<file path="src/rtl/fib_arbiter.sv">
// fib_arbiter: round-robin front end that shares one Fibonacci unit among
// NUM_REQ requesters. It grants one requester at a time, latches that
// requester's n, pulses the unit's go, and waits for the old done to clear
// and then for the new done. It returns the result tagged with the
// requester id. A timeout ends a job the unit never finishes.
//
// Ports
//   clk, rst_n     : clock (rising edge) and async active-low reset
//   req            : level request per requester, held until its resp_valid
//   req_n          : packed n per requester, slice i at [i*INPUT_WIDTH +: INPUT_WIDTH]
//   resp_valid     : one-cycle pulse, response fields valid
//   resp_id        : requester owning the response
//   resp_result    : Fibonacci result (0 on timeout)
//   resp_overflow  : overflow flag from the unit (0 on timeout)
//   resp_error     : job ended by timeout
//   busy           : high whenever not IDLE
//   fib_go, fib_n  : request to the Fibonacci unit
//   fib_result, fib_overflow, fib_done : response from the Fibonacci unit
module fib_arbiter #(
    parameter int NUM_REQ        = 4,
    parameter int INPUT_WIDTH    = 6,
    parameter int OUTPUT_WIDTH   = 32,
    parameter int TIMEOUT_CYCLES = 1024,
    localparam int ID_W          = (NUM_REQ > 1) ? $clog2(NUM_REQ) : 1,
    localparam int CNT_W         = (TIMEOUT_CYCLES > 2) ? $clog2(TIMEOUT_CYCLES) : 1
) (
    input  logic                           clk,
    input  logic                           rst_n,
    input  logic [NUM_REQ-1:0]             req,
    input  logic [NUM_REQ*INPUT_WIDTH-1:0] req_n,
    output logic                           resp_valid,
    output logic [ID_W-1:0]                resp_id,
    output logic [OUTPUT_WIDTH-1:0]        resp_result,
    output logic                           resp_overflow,
    output logic                           resp_error,
    output logic                           busy,
    output logic                           fib_go,
    output logic [INPUT_WIDTH-1:0]         fib_n,
    input  logic [OUTPUT_WIDTH-1:0]        fib_result,
    input  logic                           fib_overflow,
    input  logic                           fib_done
);

    typedef enum logic [2:0] {
        IDLE      = 3'd0,
        ISSUE     = 3'd1,
        WAIT_CLR  = 3'd2,
        WAIT_DONE = 3'd3,
        RESP      = 3'd4
    } state_t;

    state_t                  state, state_next;
    logic [ID_W-1:0]         ptr;
    logic [ID_W-1:0]         id_lat;
    logic [INPUT_WIDTH-1:0]  n_lat;
    logic [CNT_W-1:0]        tmo_cnt;

    logic                    gnt_found;
    logic [ID_W-1:0]         gnt_id;
    logic [INPUT_WIDTH-1:0]  gnt_n;
    logic                    waiting;
    logic                    tmo_hit;
    logic                    complete;
    logic                    timed_out;
    int                      idx;

    // Round-robin search: first set request at or after ptr, wrapping.
    always_comb begin
        gnt_found = 1'b0;
        gnt_id    = '0;
        gnt_n     = '0;
        idx       = 0;
        for (int k = 0; k < NUM_REQ; k++) begin
            idx = int'(ptr) + k;
            if (idx >= NUM_REQ) idx = idx - NUM_REQ;
            if (!gnt_found && req[idx]) begin
                gnt_found = 1'b1;
                gnt_id    = ID_W'(idx);
                gnt_n     = req_n[idx*INPUT_WIDTH +: INPUT_WIDTH];
            end
        end
    end

    assign waiting   = (state == WAIT_CLR) || (state == WAIT_DONE);
    assign tmo_hit   = waiting && (tmo_cnt == CNT_W'(TIMEOUT_CYCLES - 1));
    // Only a done seen after it has first dropped counts as completion, so
    // the previous job's done is never mistaken for this one's.
    assign complete  = (state == WAIT_DONE) && fib_done;
    assign timed_out = tmo_hit && !complete;

    always_comb begin
        state_next = state;
        case (state)
            IDLE:      if (gnt_found) state_next = ISSUE;
            ISSUE:     state_next = WAIT_CLR;
            WAIT_CLR:  if (timed_out) state_next = RESP;
                       else if (!fib_done) state_next = WAIT_DONE;
            WAIT_DONE: if (complete || timed_out) state_next = RESP;
            RESP:      state_next = IDLE;
            default:   state_next = IDLE;
        endcase
    end

    always_ff @(posedge clk or negedge rst_n) begin
        if (!rst_n) state <= IDLE;
        else        state <= state_next;
    end

    always_ff @(posedge clk or negedge rst_n) begin
        if (!rst_n) begin
            ptr           <= '0;
            id_lat        <= '0;
            n_lat         <= '0;
            tmo_cnt       <= '0;
            resp_valid    <= 1'b0;
            resp_id       <= '0;
            resp_result   <= '0;
            resp_overflow <= 1'b0;
            resp_error    <= 1'b0;
        end else begin
            if (state == IDLE && gnt_found) begin
                id_lat <= gnt_id;
                n_lat  <= gnt_n;
                ptr    <= (gnt_id == ID_W'(NUM_REQ - 1)) ? '0 : gnt_id + 1'b1;
            end

            if (state == ISSUE)  tmo_cnt <= '0;
            else if (waiting)    tmo_cnt <= tmo_cnt + 1'b1;

            resp_valid <= complete || timed_out;
            if (complete) begin
                resp_id       <= id_lat;
                resp_result   <= fib_result;
                resp_overflow <= fib_overflow;
                resp_error    <= 1'b0;
            end else if (timed_out) begin
                resp_id       <= id_lat;
                resp_result   <= '0;
                resp_overflow <= 1'b0;
                resp_error    <= 1'b1;
            end
        end
    end

    assign fib_go = (state == ISSUE);
    assign fib_n  = n_lat;
    assign busy   = (state != IDLE);

endmodule

</file>
<file path="config.mk">
export PLATFORM = sky130hd
export DESIGN_NAME = fib_arbiter
export DESIGN_NICKNAME = d
export VERILOG_FILES = /design/src/rtl/fib_arbiter.sv
export SDC_FILE = /design/constraint.sdc
export NUM_CORES = 1
export LEC_CHECK = 0
export CAP_MARGIN = 40
export CORE_MARGIN = 2
export CORE_UTILIZATION = 25
export CTS_BUF_LIST = sky130_fd_sc_hd__clkbuf_16
export CTS_CLUSTER_SIZE = 28
export DETAILED_ROUTE_END_ITERATION = 10
export HOLD_SLACK_MARGIN = 0.06
export PLACE_DENSITY = 0.42
export RECOVER_POWER = 100
export SETUP_SLACK_MARGIN = 0.3
export SYNTH_ARGS = -nofsm -noshare
export SYNTH_HDL_FRONTEND = slang
export SYNTH_SLANG_ARGS = --single-unit
</file>
<file path="constraint.sdc">
create_clock -name clk -period 7.6 [get_ports clk]
set_clock_uncertainty 0.2 [all_clocks]
set_input_delay 1.52 -clock clk [delete_from_list [all_inputs] [get_ports clk]]
set_output_delay 1.52 -clock clk [all_outputs]
set_load 0.01 [all_outputs]
</file>
After elaboration in Yosys (flattened, before gate mapping)
Index checks and enable logic that the tools add are counted.
- word-level logic and storage cells: 105
- output and inout port bits: 45
- memories kept: 0
- memory bits (read-only): 0
- bits in latches: 0
- flip-flop bits (word level): 60
- bits in writable memories: 0
- reductions and logical operators: 18
- order comparisons: 8
- divide/modulo/power cells: 0
- $add $sub $neg: 9
- shifts and indexed selects: 4
- $mul: 4
- equality and inequality tests: 8
- muxes and demuxes: 44
- bitwise gates (word level): 0
- operators by type and width (operator ; number):
    32-bit 2-to-1 mux ; 6
    32-bit by 4-bit < comparator with 1-bit output, second input constant ; 4
    32-bit by 3-bit multiplier with 31-bit output, second input constant ; 4
    24-bit by 32-bit indexed part select with 6-bit output ; 4
    6-bit 2-to-1 mux ; 4
    10-bit 2-to-1 mux ; 2
    1-bit 2-to-1 mux ; 16
    2-bit 2-to-1 mux ; 7
    3-bit 2-to-1 mux ; 4
    3-bit case mux with 4 select lines ; 1
    3-bit by 3-bit subtractor with 4-bit output, second input constant ; 3
    10-bit by 1-bit adder with 10-bit output, second input constant ; 1
    10-bit equality test, second input constant ; 1
    3-bit >= comparator, second input constant ; 3
    1-bit binary-select mux with 2-bit select ; 4
    1-bit logical AND ; 7
    2-bit by 2-bit adder with 3-bit output, second input constant ; 2
    3-bit by 2-bit equality test with 1-bit output, second input constant ; 2
    1-bit zero test ; 4
    2-bit nonzero test ; 2
    2-bit by 3-bit subtractor with 4-bit output, second input constant ; 1
    2-bit by 1-bit adder with 3-bit output, second input constant ; 1
    3-bit by 1-bit equality test with 1-bit output, second input constant ; 1
    2-bit by 3-bit >= comparator with 1-bit output, second input constant ; 1
    other kinds (9) ; 10

Longest topological paths before layout
Gate-level depths: netlist (run 1).
- word-level depth: 17
- gate-level depth with buffers: 17

Worst setup path after synthesis (run 1)
Ideal clock, no wire load.
- path kind: flip-flop to flip-flop
- start: register (tool-made name)
- end: register n_lat[5] (netlist: fib_n[5])
- path slack: 3.429 ns
- cell stages (with the launch flop): 18
- library setup time: 0.087 ns
- arrival time: 3.884 ns
- data required time: 7.313 ns
- clock period less this slack: 4.171 ns
- cells stage by stage: dfrtp_1 -> buf_2 -> inv_1 -> clkbuf_1 -> clkbuf_1 -> ha_1 -> buf_6 -> buf_2 -> inv_1 -> clkbuf_1 -> and3_1 -> ha_1 -> mux2i_1 -> mux2i_1 -> or4_1 -> o2bb2ai_1 -> nor3_1 -> a211oi_2
- RTL lines (what ; line ; RTL):
    end signal, assigned ; 123 ; n_lat <= gnt_n;
    end, declared ; 55 ; logic [INPUT_WIDTH-1:0] n_lat;

Worst setup path after layout (run 1)
- start: register ptr[1]
- end: register n_lat[5] (netlist: fib_n[5])
- cells in the longest elaborated chain, start to end: 16
- elaborated cells between the ends (all ways): 50
- classes of those cells: add/sub (7); mul (4); order compare (4); shift (4); mux (24); reduce/logical (7)
- RTL lines (what ; line ; RTL):
    start, declared ; 53 ; logic [ID_W-1:0] ptr;
    start signal, assigned ; 124 ; ptr <= (gnt_id == ID_W'(NUM_REQ - 1)) ? '0 : gnt_id + 1'b1;
    branches (longest 16 deep; another with 32-bit by 3-bit multiplier with 31-bit output) ; -- ;
Several ways; the timed one is not identified. The select of a mux whose other input is x is not followed.
A chain may end at the register's enable or synchronous reset.

==> results of run 1 <==
sequential cells by signal, indices dropped and copies added, names as in the netlist, named ones only:
| name | cells |
|---|---|
| resp_error | 1 |
| resp_overflow | 1 |
| resp_valid | 1 |
| resp_result | 32 |
| tmo_cnt | 10 |
| resp_id | 2 |
| state | 3 |
| fib_n | 6 |
| ptr | 1 |
| id_lat | 2 |
through the flow:
stage	instance area [um2]	util	hold slack, ns	std cells	setup WS (ns)
floorplan	4990	-	0.259	608	3.43
global placement	6270	0.321	0.282	943	3.33
detailed placement	6270	0.321	0.299	944	3.10
CTS	6550	0.335	0.309	959	3.10
global route	6530	0.335	0.315	959	1.88
finish	6530	0.335	0.297	959	2.48
layout make-up:
class,count,share of cell area
Multi-Input combinational cell,488,0.495
Clock inverter,6,0.00747
Inverter,13,0.00747
Sequential cell,60,0.230
Tap cell,265,0.0507
Clock buffer,9,0.0345
Timing Repair Buffer,118,0.174
cells by family (layout without fill, tap and decap cells):
logic type / after synthesis / count (layout) / synth area share
xor+xnor: 6 / 6 / 0.0105
other cells: 1 / 1 / 0.000752
fa+ha+maj: 9 / 9 / 0.0226
flops: 60 / 60 / 0.301
mux: 63 / 63 / 0.172
compound gates: 164 / 164 / 0.215
buf+inv: 60 / 146 / 0.0517
simple gates: 245 / 245 / 0.227
worst max path at each step:
stage	startpoint	endpoint	slack, ns	cells past startpoint
after floorplan	flip-flop	fib_n[5]$_DFFE_PN0P_	3.43	17
after global placement	ptr[1]$_DFFE_PN0P_	fib_n[1]$_DFFE_PN0P_	3.33	10
after detailed placement	ptr[1]$_DFFE_PN0P_	fib_n[5]$_DFFE_PN0P_	3.10	11
after CTS	ptr[1]$_DFFE_PN0P_	fib_n[5]$_DFFE_PN0P_	3.10	11
after global routing	rst_n	async pin	1.88	2
final	ptr[1]$_DFFE_PN0P_	fib_n[5]$_DFFE_PN0P_	2.48	11
cell usage in the layout, fill, tap and decap left out, types with 5 or more instances in the layout:
master / Yosys / final
inv_1: 11 / 13
dlygate4sd3_1: 0 / 46
nor2_1: 47 / 46
dfrtp_1: 60 / 59
o21ai_0: 52 / 52
and2_1: 5 / 5
xor2_1: 5 / 5
mux2_2: 10 / 10
or2_2: 5 / 5
clkbuf_16: 0 / 9
a21oi_1: 26 / 26
nor3_1: 8 / 7
nand2b_1: 10 / 10
a2111oi_0: 6 / 6
buf_4: 2 / 7
a22oi_1: 6 / 6
nand2_1: 108 / 108
o211ai_1: 7 / 7
a31oi_1: 14 / 14
a211oi_1: 6 / 6
clkdlybuf4s50_1: 0 / 61
and3_1: 9 / 9
mux4_2: 17 / 17
or3_1: 5 / 5
nand3_1: 21 / 21
mux2i_1: 36 / 36
a221oi_1: 5 / 5
nor2b_1: 8 / 8
ha_1: 9 / 9
metal layers:
layer  part of all wire  GRT usage  vias to the layer above
li1                   -          -                     2401
met1               0.44      0.229                     2470
met2               0.48      0.279                      207
met3              0.053     0.0308                       40
met4              0.031     0.0642                        0
met5                  0          0                        -
report_power, final:
part	total (W)	switching [W]	internal, W
Sequential	0.000558	0.000104	0.000454
Clock	0.000387	0.000141	0.000246
Combinational	0.00211	0.00124	0.000866
==> key figures, run 1 <==
Floorplan
  – Die width: 145 um
  – Die Area: 21100 um2
  – I/O Pins: 109
  – Core box area: 19500 um2
  – Num rows: 51
  – Starting Density: 0.255
  – Chip height: 145 um

Outcome
  – Violated checks: capacitance limit, slew limit
  – Status: complete, but fails checks

Critical path
  – Worst path bufs/invs: 2
  – Crit path DAT: 5.17 ns
  – Worst r2r src: ptr[1]$_DFFE_PN0P_
  – FF-to-FF End: fib_n[5]$_DFFE_PN0P_
  – Slowest stage delay, CP: 1.28 ns
  – Worst path required time: 7.65 ns
  – Crit. End Element: flip-flop
  – Critical path class: flip-flop to flip-flop
  – R2R Setup Slk: 2.48 ns
  – CP max stage cell: ha_1
  – Startpoint types: flip-flop
  – Chain of cells forming the critical path: inv_1 -> ha_1 -> inv_1 -> and3_1 -> ha_1 -> mux2i_1 -> mux2i_1 -> or4_1 -> o2bb2ai_1 -> nor3_1 -> a211oi_2
  – Reg2Reg Depth: 11
  – Crit path max-delay family: adder cells
  – Largest fanout on the critical path: 37

Synthesis
  – Post-synth ARST share: 1.00
  – Seq/Total Area, Yosys: 0.301
  – Synth top area share: 0.301
  – Synth area leader: dfrtp_1
  – Distinct cell type count after synthesis: 65
  – Largest cells by area after synthesis: dfrtp_1 (30%), nand2_1 (8.1%), mux4_2 (7.7%), mux2i_1 (7.2%), o21ai_0 (5.2%)
  – Synthesized flop and latch total: 60
  – Mapped Area: 4990 um2
  – Yosys Warn Count: 0
  – Mapped Cells: 608
  – Synth Area per Inst: 8.20 um2
  – Count leader, synth: nand2_1
  – EDFF count, synth: 0
  – Synth cell count leaders: nand2_1 (108), dfrtp_1 (60), o21ai_0 (52)
  – Mapped Nets: 681
  – Ys flop type: dfrtp_1

CTS
  – H-tree Lvls: 3
  – Hold Buf Count CTS: 0
  – Max clock buf depth: 2
  – CTS tree: done
  – Clock-pin slew on the worst setup and hold paths: 0.05 ns
  – CTS resizes: 0
  – Clk Latency, worst-skew pair: 0.33 ns
  – CTS Buf Count: 9
  – Post-CTS setup repair buffer count: 0
  – CTS sink cnt: 60
  – Root Driver: clkbuf_16

Worst hold path
  – Hold path start: resp_id[0]$_DFFE_PN0P_
  – WHS Path Cells: 1
  – Hold worst-path end: resp_id[0]$_DFFE_PN0P_
  – Worst Hold Class: flip-flop to flip-flop

Finish
  – ANT cells: 0
  – Multi-input gate area: 3240 um2
  – Reg area: 1500 um2
  – Fin nets: 763
  – Fillers: 2096
  – Layout cells sized above 1: 0.0850
  – Area grow syn2layout: 31.0%

Global routing
  – First-pass GRT wire length: 29500 um
  – Vias in the first global route: 5099
  – Antenna violations before repair: 0
  – Global Route Usage Sum: 0.172
  – Largest net degree at the start of global routing: 78
  – Total grt overflow: 0

Timing
  – Final critical-path share of the clock period: 0.674
  – Fin crit period: 5.12 ns
  – Final setup vio count: 0
  – Relative slew slack: -1.26
  – Sum Neg Setup Slack: 0 ns
  – RSZ-0062 raised after global routing: false
  – Fmax: 0.195 GHz
  – Hold Vio Cnt, Final: 0
  – Worst slew pin tran: 3.39 ns
  – Fin. max-slew vios: 98

Power
  – Maximum vdd ir drop: 232 uV
  – PwrDens: 467 nW/um2
  – Power Total: 0.00305 W
  – Leak Pwr: 2.64 nW

Detailed routing
  – Post-route DRC: 0
  – Antenna-violating nets left: 0
  – Wire per inst: 18.7 um
  – Via Count: 5118
  – Detailed Route WL: 18000 um
  – Iter 0 DRT Violations: 419
  – Pre-Repair DR Iteration Count: 5
  – Via/cell ratio: 5.34

Place
  – IO Port Bufs: 108
  – GP Congestion: 0.901
  – Post-DP HPWL: 12900 um

Run
  – MaxCap Viol Count: 2
Power figures use the tool's default switching activity.
==> run 2, diff against run 1 <==
Clock period 7.6 ns to 5.1 ns, I/O delays scaled along.
==> key figures, run 2 (same netlist as run 1, synthesis figures left out) <==
Floorplan
  – Chip height: 145 um (unchanged)
  – Num rows: 51 (unchanged)
  – Die width: 145 um (unchanged)
  – Core box area: 19500 um2 (unchanged)
  – I/O Pins: 109 (unchanged)
  – Starting Density: 0.255 (unchanged)
  – Die Area: 21100 um2 (unchanged)

CTS
  – Post-CTS setup repair buffer count: 0 (unchanged)
  – Max clock buf depth: 2 (unchanged)
  – CTS sink cnt: 60 (unchanged)
  – CTS Buf Count: 9 (unchanged)
  – Clock-pin slew on the worst setup and hold paths: 0.05 ns (about the same)
  – Hold Buf Count CTS: 0 (unchanged)
  – Clk Latency, worst-skew pair: 0.33 ns (about the same)
  – H-tree Lvls: 3 (unchanged)
  – CTS tree: done (unchanged)
  – Root Driver: clkbuf_16 (unchanged)
  – CTS resizes: 0 (unchanged)

Outcome
  – Status: complete, but fails checks (unchanged)
  – Violated checks: capacitance limit, slew limit (unchanged)

Power
  – Leak Pwr: 2.65 nW (was 2.64 nW)
  – Maximum vdd ir drop: 560 uV (was 232 uV)
  – Power Total: 0.00458 W (was 0.00305 W)
  – PwrDens: 697 nW/um2 (was 467 nW/um2)

Critical path
  – Largest fanout on the critical path: 51 (was 37)
  – Crit path DAT: 4.00 ns (was 5.17 ns)
  – Chain of cells forming the critical path: inv_1 -> ha_2 -> buf_4 -> mux4_2 -> inv_1 -> or4_1 -> a31oi_1 -> a2111oi_0 -> a21oi_1 (was inv_1 -> ha_1 -> inv_1 -> and3_1 -> ha_1 -> mux2i_1 -> mux2i_1 -> or4_1 -> o2bb2ai_1 -> nor3_1 -> a211oi_2)
  – Top cell by count, worst path: inv_1
  – CP max stage cell: mux4_2 (was ha_1)
  – Slowest stage delay, CP: 0.72 ns (was 1.28 ns)
  – Critical path class: flip-flop to flip-flop (unchanged)
  – Crit. End Element: flip-flop (unchanged)
  – Crit path max-delay family: buffers and inverters (was adder cells)
  – Worst path bufs/invs: 3 (was 2)
  – Startpoint types: flip-flop (unchanged)
  – Worst path required time: 5.09 ns (was 7.65 ns)

Place
  – IO Port Bufs: 108 (unchanged)
  – GP Congestion: 0.873 (was 0.901)
  – Post-DP HPWL: 13500 um (was 12900 um)

Detailed routing
  – Post-route DRC: 0 (unchanged)
  – Iter 0 DRT Violations: 455 (was 419)
  – Pre-Repair DR Iteration Count: 5 (unchanged)
  – Wire per inst: 19.0 um (was 18.7 um)
  – Via/cell ratio: 5.35 (was 5.34)
  – Detailed Route WL: 18300 um (was 18000 um)
  – Via Count: 5150 (was 5118)
  – Antenna-violating nets left: 0 (unchanged)

Timing
  – Fin. max-slew vios: 100 (was 98)
  – Fin crit period: 4.01 ns (was 5.12 ns)
  – Hold Vio Cnt, Final: 0 (unchanged)
  – Final critical-path share of the clock period: 0.787 (was 0.674)
  – Sum Neg Setup Slack: 0 ns (unchanged)
  – Worst slew pin tran: 1.96 ns (was 3.39 ns)
  – Fmax: 0.249 GHz (was 0.195 GHz)
  – RSZ-0062 raised after global routing: false (unchanged)
  – Final setup vio count: 0 (unchanged)
  – Relative slew slack: -0.305 (was -1.26)

Global routing
  – Global Route Usage Sum: 0.174 (was 0.172)
  – Vias in the first global route: 5077 (was 5099)
  – Antenna violations before repair: 0 (unchanged)
  – Total grt overflow: 0 (unchanged)
  – First-pass GRT wire length: 29300 um (was 29500 um)
  – Largest net degree at the start of global routing: 67 (was 78)

Run
  – MaxCap Viol Count: 3 (was 2)

Finish
  – Area grow syn2layout: 31.6% (was 31.0%)
  – Commonest non-fill, non-tap cell in the layout: nand2_1 (unchanged)
  – Leading cell types in the layout, fill and taps excluded: nand2_1 (108), clkdlybuf4s50_1 (62), dfrtp_1 (59), o21ai_0 (52), nor2_1 (46) (was nand2_1 (108), clkdlybuf4s50_1 (61), dfrtp_1 (59), o21ai_0 (52))
  – Fin nets: 766 (was 763)
  – Max reg flops: 32 (unchanged)
  – Fillers: 2071 (was 2096)
  – Largest reg by FF count: resp_result (unchanged)
  – Layout cells sized above 1: 0.0918 (was 0.0850)
  – ANT cells: 0 (unchanged)

Worst hold path
  – Worst Hold Class: flip-flop to flip-flop (unchanged)
-- run 2: layout make-up --
class                   instances  area (um2)  area share
repair buffers                121        1160       0.177
flip-flops and latches         60        1500       0.229
multi-input cells             488        3240       0.493
well taps                     265         332      0.0505
clock inverters                 6        56.3     0.00858
clock buffers                   9         225      0.0343
inverters                      13        48.8     0.00743
-- run 2: path summary, 6_finish.rpt --
kind,cells after the start,slack (ns),to,from
min in group asynchronous,1,0.85,tmo_cnt[7]$_DFFE_PN0P_,rst_n
worst max register to register,9,1.09,fib_n[2]$_DFFE_PN0P_,ptr[1]$_DFFE_PN0P_
worst min-delay path,2,0.29,id_lat[0]$_DFFE_PN0P_,id_lat[0]$_DFFE_PN0P_
worst max-delay path,9,1.09,fib_n[2]$_DFFE_PN0P_,ptr[1]$_DFFE_PN0P_
worst min register to register,2,0.29,id_lat[0]$_DFFE_PN0P_,id_lat[0]$_DFFE_PN0P_
max in group asynchronous,2,1.20,async pin,rst_n
-- run 2: per-stage QoR --
stage	hold slack, ns	worst slack, ns	instances	utilization	area [um2]
2_1_floorplan	0.259	0.929	608	-	4990
3_3_place_gp	0.288	1.31	947	0.322	6300
3_5_place_dp	0.293	1.13	947	0.322	6300
4_1_cts	0.304	1.08	962	0.337	6580
5_1_grt	0.318	0.541	962	0.336	6570
6_report	0.291	1.09	962	0.336	6570
-- run 2: tightest hold or removal path, cell delays in order (launching register included) --
cell	delay [ns]
dfrtp_1	0.34
nor2_1	0.05
nor2_1	0.07
-- run 2: power breakdown --
| part | switching, W | internal (W) |
|---|---|---|
| combinational | 0.00185 | 0.00130 |
| sequential | 0.000166 | 0.000676 |
| clock | 0.000213 | 0.000370 |
| total | 0.00223 | 0.00235 |
-- run 2: layer usage --
| metal | wire length (um) | GRT usage | vias up |
|---|---|---|---|
| met5 | 0 | 0 | - |
| met4 | 409 | 0.0500 | 0 |
| met3 | 945 | 0.0321 | 27 |
| met2 | 9210 | 0.295 | 187 |
| met1 | 7730 | 0.225 | 2528 |
| li1 | - | - | 2408 |
==> RTL change, RTL diff (settings of run 2) <==
Remove the register `resp_valid`: a continuous assignment takes its place, so the output `resp_valid` follows one clock earlier. Comments in the files are not updated.
--- a/src/rtl/fib_arbiter.sv
+++ b/src/rtl/fib_arbiter.sv
@@ -112,7 +112,6 @@
             id_lat        <= '0;
             n_lat         <= '0;
             tmo_cnt       <= '0;
-            resp_valid    <= 1'b0;
             resp_id       <= '0;
             resp_result   <= '0;
             resp_overflow <= 1'b0;
@@ -127,7 +126,6 @@
             if (state == ISSUE)  tmo_cnt <= '0;
             else if (waiting)    tmo_cnt <= tmo_cnt + 1'b1;
 
-            resp_valid <= complete || timed_out;
             if (complete) begin
                 resp_id       <= id_lat;
                 resp_result   <= fib_result;
@@ -142,6 +140,8 @@
         end
     end
 
+    assign resp_valid = complete || timed_out;
+
     assign fib_go = (state == ISSUE);
     assign fib_n  = n_lat;
     assign busy   = (state != IDLE);
Behaviour: not the same (a bounded check fails within 4 cycles, from zero or initial values and one cycle with rst_n low).
==> RTL change against run 2 <==
The run still ends with capacitance limit, slew limit left. Sequential power down 4.5%. Worst setup slack gained 14 ps. Routed wire length is 1.0% lower. Global-route usage shrank 0.62 points. Total power fell by 0.62%. Worst hold slack got worse by 12 ps. Die area is 3.3% higher. Sequential cell count fell by 1. Synthesized area up 3.4%. Cell area is 1.6% higher. Largest power group unchanged.
==> RTL change: results (changes against run 2) <==
- The count of multi-input combinational gates is 480 (-1.6%).
- The sequential cell count is 59 (-1.7%).
- The share of post-route cells with drive strength above 1 was 8.47% (-0.72 points).
- The count of inverters not on the clock network in the layout was 12 (-1).
- The path with the worst hold slack has its endpoint at resp_id[0].
- The combined area of the multi-input logic cells is 3390 um^2 (+4.5%).
- The met2 usage is 25.6% (-3.9 points).
- The max-capacitance violation count is 1 (-2).
- The sequential-to-total area share from yosys stat is 28.6% (-1.5 points).
- The worst register-to-register path ends at fib_n[4].
- The arrival time reported for the critical path endpoint is 4010 ps (about the same).
- The final count of pins violating max slew is 36 (-64%).
- The global placer's final weighted congestion came to 0.925 (+6.0%).
- The overall fraction of global-route tracks in use is 16.8% (-0.62 points).
- The average wire per standard cell is 19.0 um (-0.31%).
- Yosys attributes the largest share of cell area to dfrtp_1 (29%), mux4_2 (11%), mux2i_1 (9.3%).
- The flip-flop and latch count after synthesis is 59 (-1.7%).
- The maximum vdd ir drop is 0.565 mV (+0.79%).
- The total instance count after detailed placement is 940 (-0.74%).
- The net switching component of the power came to 2.17 mW (-2.8%).
- The HPWL reported at the end of detailed placement is 13000 um (-3.7%).
- The portion of total power attributed to combinational logic is 71.1% (+2.2 points).
- The flow ran to the end, but the final reports show violations.
- The hold path startpoint is resp_id[0].
- The instance count along the most critical hold path is 1 (-1).
- The proportion of cell area spent on the clock network is 3.73% (-0.56 points).
- The fraction of cell area in non-clock buffers is 17.6% (-0.072 points).
- The register area is 1480 um^2 (-1.7%).
- The total nets after synthesis was 675 (-0.88%).
- The portion of total power attributed to sequential cells is 17.7% (-0.7 points).
- By count the netlist is led by nand2_1 (107), dfrtp_1 (59), o21ai_0 (55), mux2i_1 (48), nor2_1 (38).
- The number of signal-net buffers in the layout is 119 (-1.7%).
- The global routing met1 resource utilization is 24.1% (+1.6 points).
- The critical-path maximum fanout was 40 (-22%).
- The first-pass GRT wire length is 29000 um (-1.3%).
- The post-layout net count was 754 (-1.6%).
- The routing usage on met3 was 3.21% (about the same).
- The final reports fail on capacitance limit, slew limit.
- The logic depth of the worst register-to-register path was 12 (+3).
- The post-synthesis area per instance came to 8.57 um^2 (+4.4%).
- The iteration-0 DRC count of the detailed router is 332 (-27%).
- The static power due to leakage is 2.68 nW (+1.3%).
## RTL change: changes by cell type in the layout (fill, tap and decap cells not counted), sizes merged, moves of 5 or more
cell / run 2 / this run
mux2i: 36 / 48
a22oi: 6 / 12
nor2: 47 / 39
mux4: 17 / 25
o21ai: 52 / 61
a31oi: 14 / 8
o211ai: 7 / 13
a2111oi: 6 / 1
nand3: 21 / 11
## RTL change: routing by layer
layer  wire [um]  part of all wire [%]
met5           0                     0
met4         253                   1.4
met3        1300                   7.2
met2        8110                    45
met1        8440                    47
## RTL change: cell families (layout without fill, tap and decap cells)
| family | count (synthesis) | after routing | synth area share (%) |
|---|---|---|---|
| compound gates | 167 | 167 | 20.8 |
| xor+xnor | 7 | 7 | 1.19 |
| fa+ha+maj | 9 | 9 | 2.18 |
| buf+inv | 63 | 146 | 5.58 |
| flops | 59 | 59 | 28.6 |
| mux | 84 | 84 | 22.6 |
| other cells | 1 | 1 | 0.0727 |
| simple gates | 212 | 212 | 18.9 |
## RTL change: critical path, cell delays in order (launching register included)
cell and delay, ps:
dfrtp_2 450, inv_2 460, ha_4 460, buf_12 260, inv_1 270, nor3_1 110, ha_1 300, a21oi_1 330
nor2_1 70, and4bb_4 220, a221oi_1 270, o211ai_1 150, o31a_1 300
## RTL change: stage by stage
stage	total power, mW	setup slack [ps]	hold WS [ps]	area [um^2]	utilization, %
detailed placement	4.11	1170	283	6450	31.9
floorplan	3.07	1290	252	5160	-
global placement	4.08	1230	269	6410	31.7
CTS	4.65	1160	294	6700	33.1
finish	4.55	1100	280	6670	33.0
global route	4.92	907	309	6670	33.0
